--- src/rtl/lsu_split.sv ---
// Load/store unit between the execute stage and a handshaked word memory.
// Byte/half/word accesses with sign/zero extension; word-crossing accesses split in two.
module lsu_split #(
  parameter int unsigned ADDR_WIDTH       = 32,
  parameter bit          ALLOW_MISALIGNED = 1'b1,
  parameter int unsigned DATA_WIDTH       = 32
) (
  input  logic                  clk,
  input  logic                  rst,
  input  logic                  req_valid,
  output logic                  req_ready,
  input  logic                  req_we,
  input  logic [2:0]            req_funct3,
  input  logic [ADDR_WIDTH-1:0] req_addr,
  input  logic [DATA_WIDTH-1:0] req_wdata,
  output logic                  resp_valid,
  output logic [DATA_WIDTH-1:0] resp_rdata,
  output logic                  resp_err,
  output logic                  mem_req,
  output logic                  mem_we,
  output logic [ADDR_WIDTH-1:0] mem_addr,
  output logic [3:0]            mem_wstrb,
  output logic [DATA_WIDTH-1:0] mem_wdata,
  input  logic                  mem_ack,
  input  logic [DATA_WIDTH-1:0] mem_rdata
);

  localparam int unsigned AW = ADDR_WIDTH;
  localparam int unsigned DW = DATA_WIDTH;

  typedef enum logic [1:0] {S_IDLE, S_ACC0, S_ACC1, S_RESP} state_t;

  state_t          r_state;
  logic            r_we;
  logic [2:0]      r_funct3;
  logic [AW-1:0]   r_addr;
  logic [DW-1:0]   r_wdata;
  logic [DW-1:0]   r_lo;
  logic            r_mem_req;
  logic            r_mem_we;
  logic [AW-1:0]   r_mem_addr;
  logic [3:0]      r_mem_wstrb;
  logic [DW-1:0]   r_mem_wdata;
  logic            r_resp_valid;
  logic            r_resp_err;
  logic [DW-1:0]   r_resp_rdata;

  state_t          w_nxt_state;
  logic            w_nxt_mem_req;
  logic            w_nxt_mem_we;
  logic [AW-1:0]   w_nxt_mem_addr;
  logic [3:0]      w_nxt_mem_wstrb;
  logic [DW-1:0]   w_nxt_mem_wdata;
  logic            w_nxt_resp_valid;
  logic            w_nxt_resp_err;
  logic [DW-1:0]   w_nxt_resp_rdata;

  logic            w_idle;
  logic            w_we;
  logic [2:0]      w_f3;
  logic [AW-1:0]   w_addr;
  logic [DW-1:0]   w_wdata;
  logic [1:0]      w_off;
  logic [AW-1:0]   w_base;
  logic [2:0]      w_size;
  logic [3:0]      w_mask4;
  logic [7:0]      w_smask;
  logic [2*DW-1:0] w_dsh;
  logic            w_cross;
  logic            w_illegal;
  logic [DW-1:0]   w_lo;
  logic [DW-1:0]   w_ld_sh;
  logic [DW-1:0]   w_load;

  // In IDLE the incoming request drives the geometry so ACC0 outputs can be registered at acceptance.
  assign w_idle  = (r_state == S_IDLE);
  assign w_we    = w_idle ? req_we     : r_we;
  assign w_f3    = w_idle ? req_funct3 : r_funct3;
  assign w_addr  = w_idle ? req_addr   : r_addr;
  assign w_wdata = w_idle ? req_wdata  : r_wdata;
  assign w_off   = w_addr[1:0];
  assign w_base  = {w_addr[AW-1:2], 2'b00};

  always_comb begin
    w_size  = 3'd4;
    w_mask4 = 4'hF;
    case (w_f3[1:0])
      2'b00:   begin w_size = 3'd1; w_mask4 = 4'h1; end
      2'b01:   begin w_size = 3'd2; w_mask4 = 4'h3; end
      default: begin w_size = 3'd4; w_mask4 = 4'hF; end
    endcase
  end

  assign w_cross   = (({1'b0, w_off} + w_size) > 3'd4);
  assign w_illegal = w_we ? (w_f3[2] || (w_f3[1:0] == 2'b11))
                          : ((w_f3 == 3'b011) || (w_f3[2:1] == 2'b11));
  assign w_smask   = {4'b0000, w_mask4} << w_off;
  assign w_dsh     = {{DW{1'b0}}, w_wdata} << {w_off, 3'b000};

  // Load assembly: low word from ACC0 (live or captured), high word is always the live ACC1 data.
  assign w_lo    = (r_state == S_ACC0) ? mem_rdata : r_lo;
  assign w_ld_sh = DW'({mem_rdata, w_lo} >> {w_off, 3'b000});

  always_comb begin
    case (w_f3)
      3'b000:  w_load = {{(DW-8){w_ld_sh[7]}},   w_ld_sh[7:0]};
      3'b001:  w_load = {{(DW-16){w_ld_sh[15]}}, w_ld_sh[15:0]};
      3'b100:  w_load = {{(DW-8){1'b0}},         w_ld_sh[7:0]};
      3'b101:  w_load = {{(DW-16){1'b0}},        w_ld_sh[15:0]};
      default: w_load = w_ld_sh;
    endcase
  end

  always_comb begin
    w_nxt_state      = r_state;
    w_nxt_mem_req    = 1'b0;
    w_nxt_mem_we     = 1'b0;
    w_nxt_mem_addr   = '0;
    w_nxt_mem_wstrb  = 4'h0;
    w_nxt_mem_wdata  = '0;
    w_nxt_resp_valid = 1'b0;
    w_nxt_resp_err   = 1'b0;
    w_nxt_resp_rdata = '0;
    case (r_state)
      S_IDLE: begin
        if (req_valid) begin
          if (w_illegal || (w_cross && !ALLOW_MISALIGNED)) begin
            w_nxt_state      = S_RESP;
            w_nxt_resp_valid = 1'b1;
            w_nxt_resp_err   = 1'b1;
          end else begin
            w_nxt_state     = S_ACC0;
            w_nxt_mem_req   = 1'b1;
            w_nxt_mem_we    = w_we;
            w_nxt_mem_addr  = w_base;
            w_nxt_mem_wstrb = w_we ? w_smask[3:0] : 4'h0;
            w_nxt_mem_wdata = w_we ? w_dsh[DW-1:0] : '0;
          end
        end
      end
      S_ACC0, S_ACC1: begin
        w_nxt_mem_req   = r_mem_req;
        w_nxt_mem_we    = r_mem_we;
        w_nxt_mem_addr  = r_mem_addr;
        w_nxt_mem_wstrb = r_mem_wstrb;
        w_nxt_mem_wdata = r_mem_wdata;
        if (mem_ack) begin
          if ((r_state == S_ACC0) && w_cross) begin
            w_nxt_state     = S_ACC1;
            w_nxt_mem_addr  = w_base + AW'(4);
            w_nxt_mem_wstrb = w_we ? w_smask[7:4] : 4'h0;
            w_nxt_mem_wdata = w_we ? w_dsh[2*DW-1:DW] : '0;
          end else begin
            w_nxt_state      = S_RESP;
            w_nxt_mem_req    = 1'b0;
            w_nxt_mem_we     = 1'b0;
            w_nxt_mem_addr   = '0;
            w_nxt_mem_wstrb  = 4'h0;
            w_nxt_mem_wdata  = '0;
            w_nxt_resp_valid = 1'b1;
            w_nxt_resp_rdata = w_we ? '0 : w_load;
          end
        end
      end
      default: w_nxt_state = S_IDLE;
    endcase
  end

  always_ff @(posedge clk or posedge rst) begin
    if (rst) begin
      r_state      <= S_IDLE;
      r_mem_req    <= 1'b0;
      r_mem_we     <= 1'b0;
      r_mem_addr   <= '0;
      r_mem_wstrb  <= 4'h0;
      r_mem_wdata  <= '0;
      r_resp_valid <= 1'b0;
      r_resp_err   <= 1'b0;
      r_resp_rdata <= '0;
    end else begin
      r_state      <= w_nxt_state;
      r_mem_req    <= w_nxt_mem_req;
      r_mem_we     <= w_nxt_mem_we;
      r_mem_addr   <= w_nxt_mem_addr;
      r_mem_wstrb  <= w_nxt_mem_wstrb;
      r_mem_wdata  <= w_nxt_mem_wdata;
      r_resp_valid <= w_nxt_resp_valid;
      r_resp_err   <= w_nxt_resp_err;
      r_resp_rdata <= w_nxt_resp_rdata;
    end
  end

  // Request fields are captured only on acceptance; the low read word on the first ack.
  always_ff @(posedge clk or posedge rst) begin
    if (rst) begin
      r_we     <= 1'b0;
      r_funct3 <= 3'b000;
      r_addr   <= '0;
      r_wdata  <= '0;
      r_lo     <= '0;
    end else begin
      if (w_idle && req_valid) begin
        r_we     <= req_we;
        r_funct3 <= req_funct3;
        r_addr   <= req_addr;
        r_wdata  <= req_wdata;
      end
      if ((r_state == S_ACC0) && mem_ack) begin
        r_lo <= mem_rdata;
      end
    end
  end

  assign req_ready  = w_idle;
  assign resp_valid = r_resp_valid;
  assign resp_err   = r_resp_err;
  assign resp_rdata = r_resp_rdata;
  assign mem_req    = r_mem_req;
  assign mem_we     = r_mem_we;
  assign mem_addr   = r_mem_addr;
  assign mem_wstrb  = r_mem_wstrb;
  assign mem_wdata  = r_mem_wdata;

endmodule

--- config.mk ---
export PLATFORM = sky130hd
export DESIGN_NAME = lsu_split
export DESIGN_NICKNAME = d
export VERILOG_FILES = /design/src/rtl/lsu_split.sv
export SDC_FILE = /design/constraint.sdc
export NUM_CORES = 1
export LEC_CHECK = 0
export ABC_CLOCK_PERIOD_IN_PS = 6480
export CAP_MARGIN = 20
export CORE_ASPECT_RATIO = 1.2
export CORE_MARGIN = 2
export CORE_UTILIZATION = 45
export CTS_BUF_LIST = sky130_fd_sc_hd__clkbuf_8
export CTS_CLUSTER_DIAMETER = 40
export DETAILED_ROUTE_END_ITERATION = 12
export PLACE_DENSITY = 0.73
export REMOVE_ABC_BUFFERS = 1
export SLEW_MARGIN = 20
export SYNTH_ARGS = -nofsm -noshare
export SYNTH_HDL_FRONTEND = slang
export SYNTH_SLANG_ARGS = --single-unit
export TNS_END_PERCENT = 50
--- constraint.sdc ---
create_clock -name clk -period 6.48 [get_ports clk]
set_input_delay 0.972 -clock clk [delete_from_list [all_inputs] [get_ports clk]]
set_output_delay 0.972 -clock clk [all_outputs]
set_load 0.005 [all_outputs]
==> impl_metrics.env, run 1 <==
export IMPL_status="completed"
export IMPL_ctsHoldBuffers=0
export IMPL_r2r_cells=11
export IMPL_clock_latency_ns=0.55
export IMPL_p_leak_nw=6.11
export IMPL_antenna_cells=0
export IMPL_grt_usage_pct=24.9
export IMPL_cts_sinks=204
export IMPL_dp_slack_ns=1.90
export IMPL_worst_r2r_endpoint="resp_rdata[16]"
export IMPL_hp_class="reg -> reg"
export IMPL_worstPathRequired_ns=6.92
export IMPL_die_area_mm2=0.0268
export IMPL_wl_mm=33.4
export IMPL_maxSlewViolCount=0
export IMPL_grt_max_degree=91
export IMPL_die_width_um=150
export IMPL_finalPower_mw=7.35
export IMPL_cts_tree="yes"
export IMPL_synthArstFlopShare_pct=100
export IMPL_die_h_um=179
export IMPL_grt_pass1_wl_mm=52.2
export IMPL_synth_area_mm2=0.0115
export IMPL_relSlewSlack_pct=27.0
export IMPL_critPathTopFamily="simple AND/OR/NAND/NOR gates"
export IMPL_cp_end_kind="flip-flop"
export IMPL_setup_viol_count_final=0
export IMPL_io_pin_count=209
export IMPL_area_growth_pct=26.9
export IMPL_crit_buf_inv=1
export IMPL_hold_path_startpoint="mem_wdata[12]"
export IMPL_worst_slack_ns=1.88
export IMPL_antenna_left=0
export IMPL_rsz0062_at_grt="no"
export IMPL_max_stage_delay_ns=0.70
export IMPL_overflow=0
export IMPL_netlist_instances=1113
export IMPL_place_gp_congestion=0.834
export IMPL_maxCapViolCount=0
export IMPL_path_clk_slew_ns=0.06
export IMPL_ys_seq_area_share_pct=44.5
export IMPL_synth_edff_count=0
export IMPL_antenna_found_initial=1
export IMPL_ctsResizeCount=0
export IMPL_routed_via_density=5.82
export IMPL_final_setup_skew_ns=0.0195
export IMPL_crit_fanout=64
export IMPL_io_buffers=206
export IMPL_whs_path_depth=2
export IMPL_numCtsBuffers=38
export IMPL_power_density_mw_per_mm2=505
export IMPL_nets=1404
export IMPL_drt_iter0_drc=479
export IMPL_reg2reg_from="r_state[0]"
export IMPL_cp_slowest_cell="ha_4"
export IMPL_hpwl_mm=22.2
export IMPL_syn_avg_cell_area_um2=10.3
export IMPL_drt_pass1_iterations=5
export IMPL_worstPathArrival_ns=5.05
export IMPL_num_vias=9600
export IMPL_num_rows=64
export IMPL_start_kind="flip-flop"
export IMPL_start_util_pct=45.4
export IMPL_ys_flop_type="dfrtp_1"
export IMPL_drive_gt1_share_pct=18.1
export IMPL_reg2reg_slack_ns=1.88
export IMPL_synth_warnings=0
export IMPL_avgRoutedWirePerCell_um=20.3
export IMPL_hold_viol=0
export IMPL_clockRootBuffer="clkbuf_8"
export IMPL_fin_crit_ns=4.60
export IMPL_crit_chain="inv_1 > ha_4 > mux2i_1 > and2_0 > ha_1 > fa_1 > o21a_1 > nand2_1 > nand4_2 > nand2b_1 > o21ai_0"
export IMPL_clk_path_buf_depth=3
export IMPL_synth_seq_cells=204
export IMPL_critPathKind="reg -> reg"
export IMPL_drc=0
export IMPL_use_met2_pct=41.8
export IMPL_fmax_mhz=217
export IMPL_whs_endpoint="mem_wdata[12]"
export IMPL_post_cts_buffers=0
export IMPL_core_area_mm2=0.0253
export IMPL_period_share_pct=71.1
export IMPL_htree_levels=2
export IMPL_ir_drop_mv=0.358
export IMPL_top_usage_layer="met2"
export IMPL_globalRouteMet3Util_pct=5.90
export IMPL_worstMarginPinSlew_ns=1.10
export IMPL_use_met1_pct=31.7
export IMPL_synth_cell_types=76
export IMPL_grt_pass1_vias=9596
==> worst max path at each step <==
stage                       start              to  slack, ns  cells past startpoint
global placement    req_funct3[1]   mem_wdata[15]       2.09                     10
floorplan              r_state[0]    mem_wdata[0]      -2.64                     10
CTS                    r_state[0]  resp_rdata[16]       1.95                     11
finish                 r_state[0]  resp_rdata[16]       1.88                     11
detailed placement  req_funct3[0]  resp_rdata[25]       1.90                     10
global route           r_state[1]  resp_rdata[20]       1.48                     11
==> power breakdown <==
| group | switching, mW | internal, mW |
|---|---|---|
| Clock | 0.558 | 0.781 |
| Sequential | 0.337 | 1.78 |
| Combinational | 2.15 | 1.75 |
==> cells in the mapped netlist (all sizes together), types with 6 or more instances <==
cell type / number / area (um2)
dfrtp: 204 / 5100
nand2: 152 / 578
mux2: 121 / 1360
mux2i: 92 / 933
a21oi: 72 / 364
o21ai: 72 / 364
nor2: 57 / 216
buf: 42 / 241
clkbuf: 39 / 146
a22oi: 21 / 171
nor2b: 18 / 115
o221ai: 18 / 158
a211oi: 17 / 128
nand3: 15 / 75.1
nand4: 14 / 128
a32oi: 12 / 105
inv: 12 / 45.0
nor3: 11 / 60.1
xor2: 11 / 96.3
a221o: 9 / 90.1
nand3b: 9 / 80.1
mux4: 7 / 158
nand2b: 7 / 43.8
nor4: 7 / 56.3
o211ai: 7 / 52.6
a31oi: 6 / 37.5
==> registers in the layout, indices dropped and copies added, names as in the netlist <==
name and count:
mem_addr 30, r_funct3 3, r_state 2, mem_we 1
resp_rdata 32, r_we 1, mem_wstrb 4, r_addr 32
mem_wdata 32, resp_err 1, r_lo 32, mem_req 1
resp_valid 1, r_wdata 32
==> per-layer routing <==
| layer | routed length, um | vias to the layer above |
|---|---|---|
| li1 | - | 4440 |
| met5 | 16 | - |
| met4 | 955 | 2 |
| met2 | 15900 | 396 |
| met1 | 13700 | 4682 |
| met3 | 2820 | 80 |
==> stage by stage <==
step,TNS (ns),hold WS (ns),util (%),cells,cell area [um2]
global placement,0,0.463,54.3,1584,13700
finish,0,0.477,57.6,1650,14600
global route,0,0.499,57.6,1650,14600
detailed placement,0,0.472,54.3,1584,13700
floorplan,-231.96,0.473,-,1033,11100
CTS,0,0.484,57.6,1650,14600
==> layout make-up <==
class | count | area (um2)
fillers | 2241 | 10700
multi-input cells | 817 | 6000
flip-flops and latches | 204 | 5100
repair buffers | 221 | 2170
clock buffers | 51 | 702
well taps | 330 | 413
clock inverters | 15 | 121
inverters | 12 | 52.6
==> cell usage in the layout (no fill, tap or decap), drive strengths merged, types with 11 or more instances in the layout <==
cell type,Yosys,layout
nor2b,18,18
mux2i,92,92
xor2,11,11
clkbuf,39,51
mux2,121,121
a211oi,17,17
nand4,14,14
nand2,152,152
dfrtp,204,204
a21oi,72,72
o21ai,72,72
buf,42,15
nor3,11,11
a32oi,12,12
nor2,57,57
o221ai,18,18
clkdlybuf4s50,0,206
nand3,15,15
inv,12,17
a22oi,21,21
==> tightest hold or removal path: stages (launching register included) <==
cell	delay [ns]
dfrtp_1	0.34
nand2_1	0.04
o21ai_0	0.06
==> logic make-up (layout without fill, tap and decap cells) <==
group                      count (synthesis)  count (layout)  synth area share (%)
other                                      1               2                0.0327
buffers and inverters                     93             299                  3.77
AOI/OAI and AO/OA                        266             266                  15.1
and+or+nand+nor                          307             307                  13.3
adders and majority gates                  6               6                 0.719
xor gates and xnor gates                  16              16                  1.22
DFF                                      204             204                  44.5
muxes                                    220             220                  21.4
(Power assumes the default switching activity.)
==> run 2: changes to the inputs <==
--- a/config.mk
+++ b/config.mk
@@ -5,7 +5,7 @@
 export SDC_FILE = /design/constraint.sdc
 export NUM_CORES = 1
 export LEC_CHECK = 0
-export ABC_CLOCK_PERIOD_IN_PS = 6480
+export ABC_CLOCK_PERIOD_IN_PS = 3850
 export CAP_MARGIN = 20
 export CORE_ASPECT_RATIO = 1.2
 export CORE_MARGIN = 2
==> constraint.sdc (replaced) <==
create_clock -name clk -period 3.85 [get_ports clk]
set_input_delay 0.5775 -clock clk [delete_from_list [all_inputs] [get_ports clk]]
set_output_delay 0.5775 -clock clk [all_outputs]
set_load 0.005 [all_outputs]
==> run 2 against run 1 <==
Design area increased by 0.58%. Sequential power is 68% higher. Critical path depth up 1. Utilization up 0.33 points. Fmax up 34%. First-iteration DRC count rose by 17%. Critical path type unchanged. Largest cell class unchanged.
==> impl_metrics.env, run 2 (same netlist as run 1, synthesis figures left out) <==
export IMPL_drt_pass1_iterations=7
export IMPL_dp_slack_ns=0.0311
export IMPL_critPathKind="reg -> reg"
export IMPL_critPathTopFamily="simple AND/OR/NAND/NOR gates"
export IMPL_post_cts_buffers=0
export IMPL_numCtsBuffers=39
export IMPL_grt_pass1_vias=9878
export IMPL_grt_pass1_wl_mm=53.0
export IMPL_setup_viol_count_final=0
export IMPL_status="completed"
export IMPL_hp_class="reg -> reg"
export IMPL_grt_usage_pct=25.0
export IMPL_worstPathArrival_ns=3.85
export IMPL_io_buffers=206
export IMPL_antenna_found_initial=2
export IMPL_maxCapViolCount=0
export IMPL_path_clk_slew_ns=0.07
export IMPL_mostFrequentLayoutCells="clkdlybuf4s50_1 (206), dfrtp_1 (204), nand2_1 (149), mux2_2 (121), mux2i_1 (90)"
export IMPL_die_h_um=179
export IMPL_routed_via_density=5.91
export IMPL_core_area_mm2=0.0253
export IMPL_worstPathRequired_ns=4.27
export IMPL_ir_drop_mv=0.587
export IMPL_area_growth_pct=27.7
export IMPL_hold_viol=0
export IMPL_period_share_pct=89.1
export IMPL_antenna_left=0
export IMPL_htree_levels=2
export IMPL_fmax_mhz=292
export IMPL_power_density_mw_per_mm2=842
export IMPL_num_vias=9882
export IMPL_final_setup_skew_ns=0.0258
export IMPL_cp_slowest_cell="fa_1"
export IMPL_fillers=2211
export IMPL_relSlewSlack_pct=41.5
export IMPL_timing_hold_ws_ns=0.485
export IMPL_drc=0
export IMPL_max_stage_delay_ns=0.43
export IMPL_reg2reg_slack_ns=0.42
export IMPL_p_leak_nw=6.18
export IMPL_wl_mm=34.2
export IMPL_maxSlewViolCount=0
export IMPL_clockRootBuffer="clkbuf_8"
export IMPL_clk_path_buf_depth=3
export IMPL_crit_buf_inv=2
export IMPL_cts_sinks=204
export IMPL_crit_fanout=10
export IMPL_drt_iter0_drc=562
export IMPL_fin_crit_ns=3.43
export IMPL_drive_gt1_share_pct=19.2
export IMPL_die_width_um=150
export IMPL_final_common_cell="clkdlybuf4s50_1"
export IMPL_crit_chain="inv_1 > ha_4 > mux2i_4 > and2_0 > ha_1 > fa_1 > xnor2_1 > nand3_1 > nor2_2 > buf_4 > nor2_1 > o311ai_1"
export IMPL_grt_max_degree=91
export IMPL_num_rows=64
export IMPL_overflow=0
export IMPL_clock_latency_ns=0.55
export IMPL_io_pin_count=209
export IMPL_start_kind="flip-flop"
export IMPL_worst_slack_ns=0.420
export IMPL_cts_tree="yes"
export IMPL_place_gp_congestion=0.848
export IMPL_cp_end_kind="flip-flop"
export IMPL_ctsResizeCount=0
export IMPL_die_area_mm2=0.0268
export IMPL_avgRoutedWirePerCell_um=20.5
export IMPL_ctsHoldBuffers=0
export IMPL_start_util_pct=45.4
export IMPL_rsz0062_at_grt="no"
export IMPL_nets=1425
export IMPL_worstMarginPinSlew_ns=0.878
export IMPL_hpwl_mm=23.0
run 2: cell types whose count changed in the layout (fill, tap and decap cells not counted):
| cell | delta |
|---|---|
| buf_4 | +19 |
| clkbuf_8 | -4 |
| inv_1 | +3 |
| bufinv_16 | -2 |
| clkinvlp_4 | +2 |
| buf_12 | +1 |
| clkinv_4 | +1 |
| diode_2 | +1 |
| ha_2 | +1 |
| ha_4 | -1 |
| inv_6 | +1 |
run 2: routing by layer:
metal  part of all wire [%]  GRT usage (%)  up-vias
met2                     48           41.8      452
met4                    3.0           8.53        0
li1                       -              -     4481
met1                     40           31.5     4873
met3                    9.2           6.51       76
met5                      0              0        -
run 2: worst min-delay path, delay by kind of cell (launching register included):
family | cells | cell delay [ns]
AO/OA/AOI/OAI | 1 | 0.06
flip-flops | 1 | 0.35
AND/OR/NAND/NOR | 1 | 0.05
run 2: final timing paths:
| path | from | to | cells after the start |
|---|---|---|---|
| min reg2reg | mem_wdata[30] | mem_wdata[30] | 2 |
| min | mem_wdata[30] | mem_wdata[30] | 2 |
| max reg2reg | r_state[0] | mem_wstrb[1] | 12 |
| max | r_state[0] | mem_wstrb[1] | 12 |
| max in group asynchronous | rst | resp_rdata[31] | 3 |
| min in group asynchronous | rst | r_wdata[27] | 2 |
run 2: per-stage QoR:
step | instances | util [%] | setup TNS (ns) | cell area [um2] | power, mW
after detailed placement | 1604 | 54.9 | 0 | 13900 | 10.2
after CTS | 1671 | 57.9 | 0 | 14700 | 12.3
final | 1672 | 57.9 | 0 | 14700 | 12.3
after global placement | 1604 | 54.9 | 0 | 13900 | 10.0
after global routing | 1671 | 57.9 | 0 | 14700 | 13.1
after floorplan | 1033 | - | -1066.63 | 11100 | 7.96
run 2: where the power goes:
group          switching, mW  leakage, nW  total (mW)  internal [mW]
clock network          0.965        0.417        2.08           1.11
logic                   3.69         3.15        6.71           3.02
registers              0.554         2.61        3.56           3.00
run 2: final cells by class:
type	count	area, um2	share of cell area [%]
diodes	1	2.50	0.0171
flip-flops and latches	204	5100	34.8
multi-input cells	817	5990	40.9
clock buffers	47	647	4.41
clock inverters	20	105	0.717
repair buffers	241	2340	15.9
inverters	12	52.6	0.359
well taps	330	413	2.82
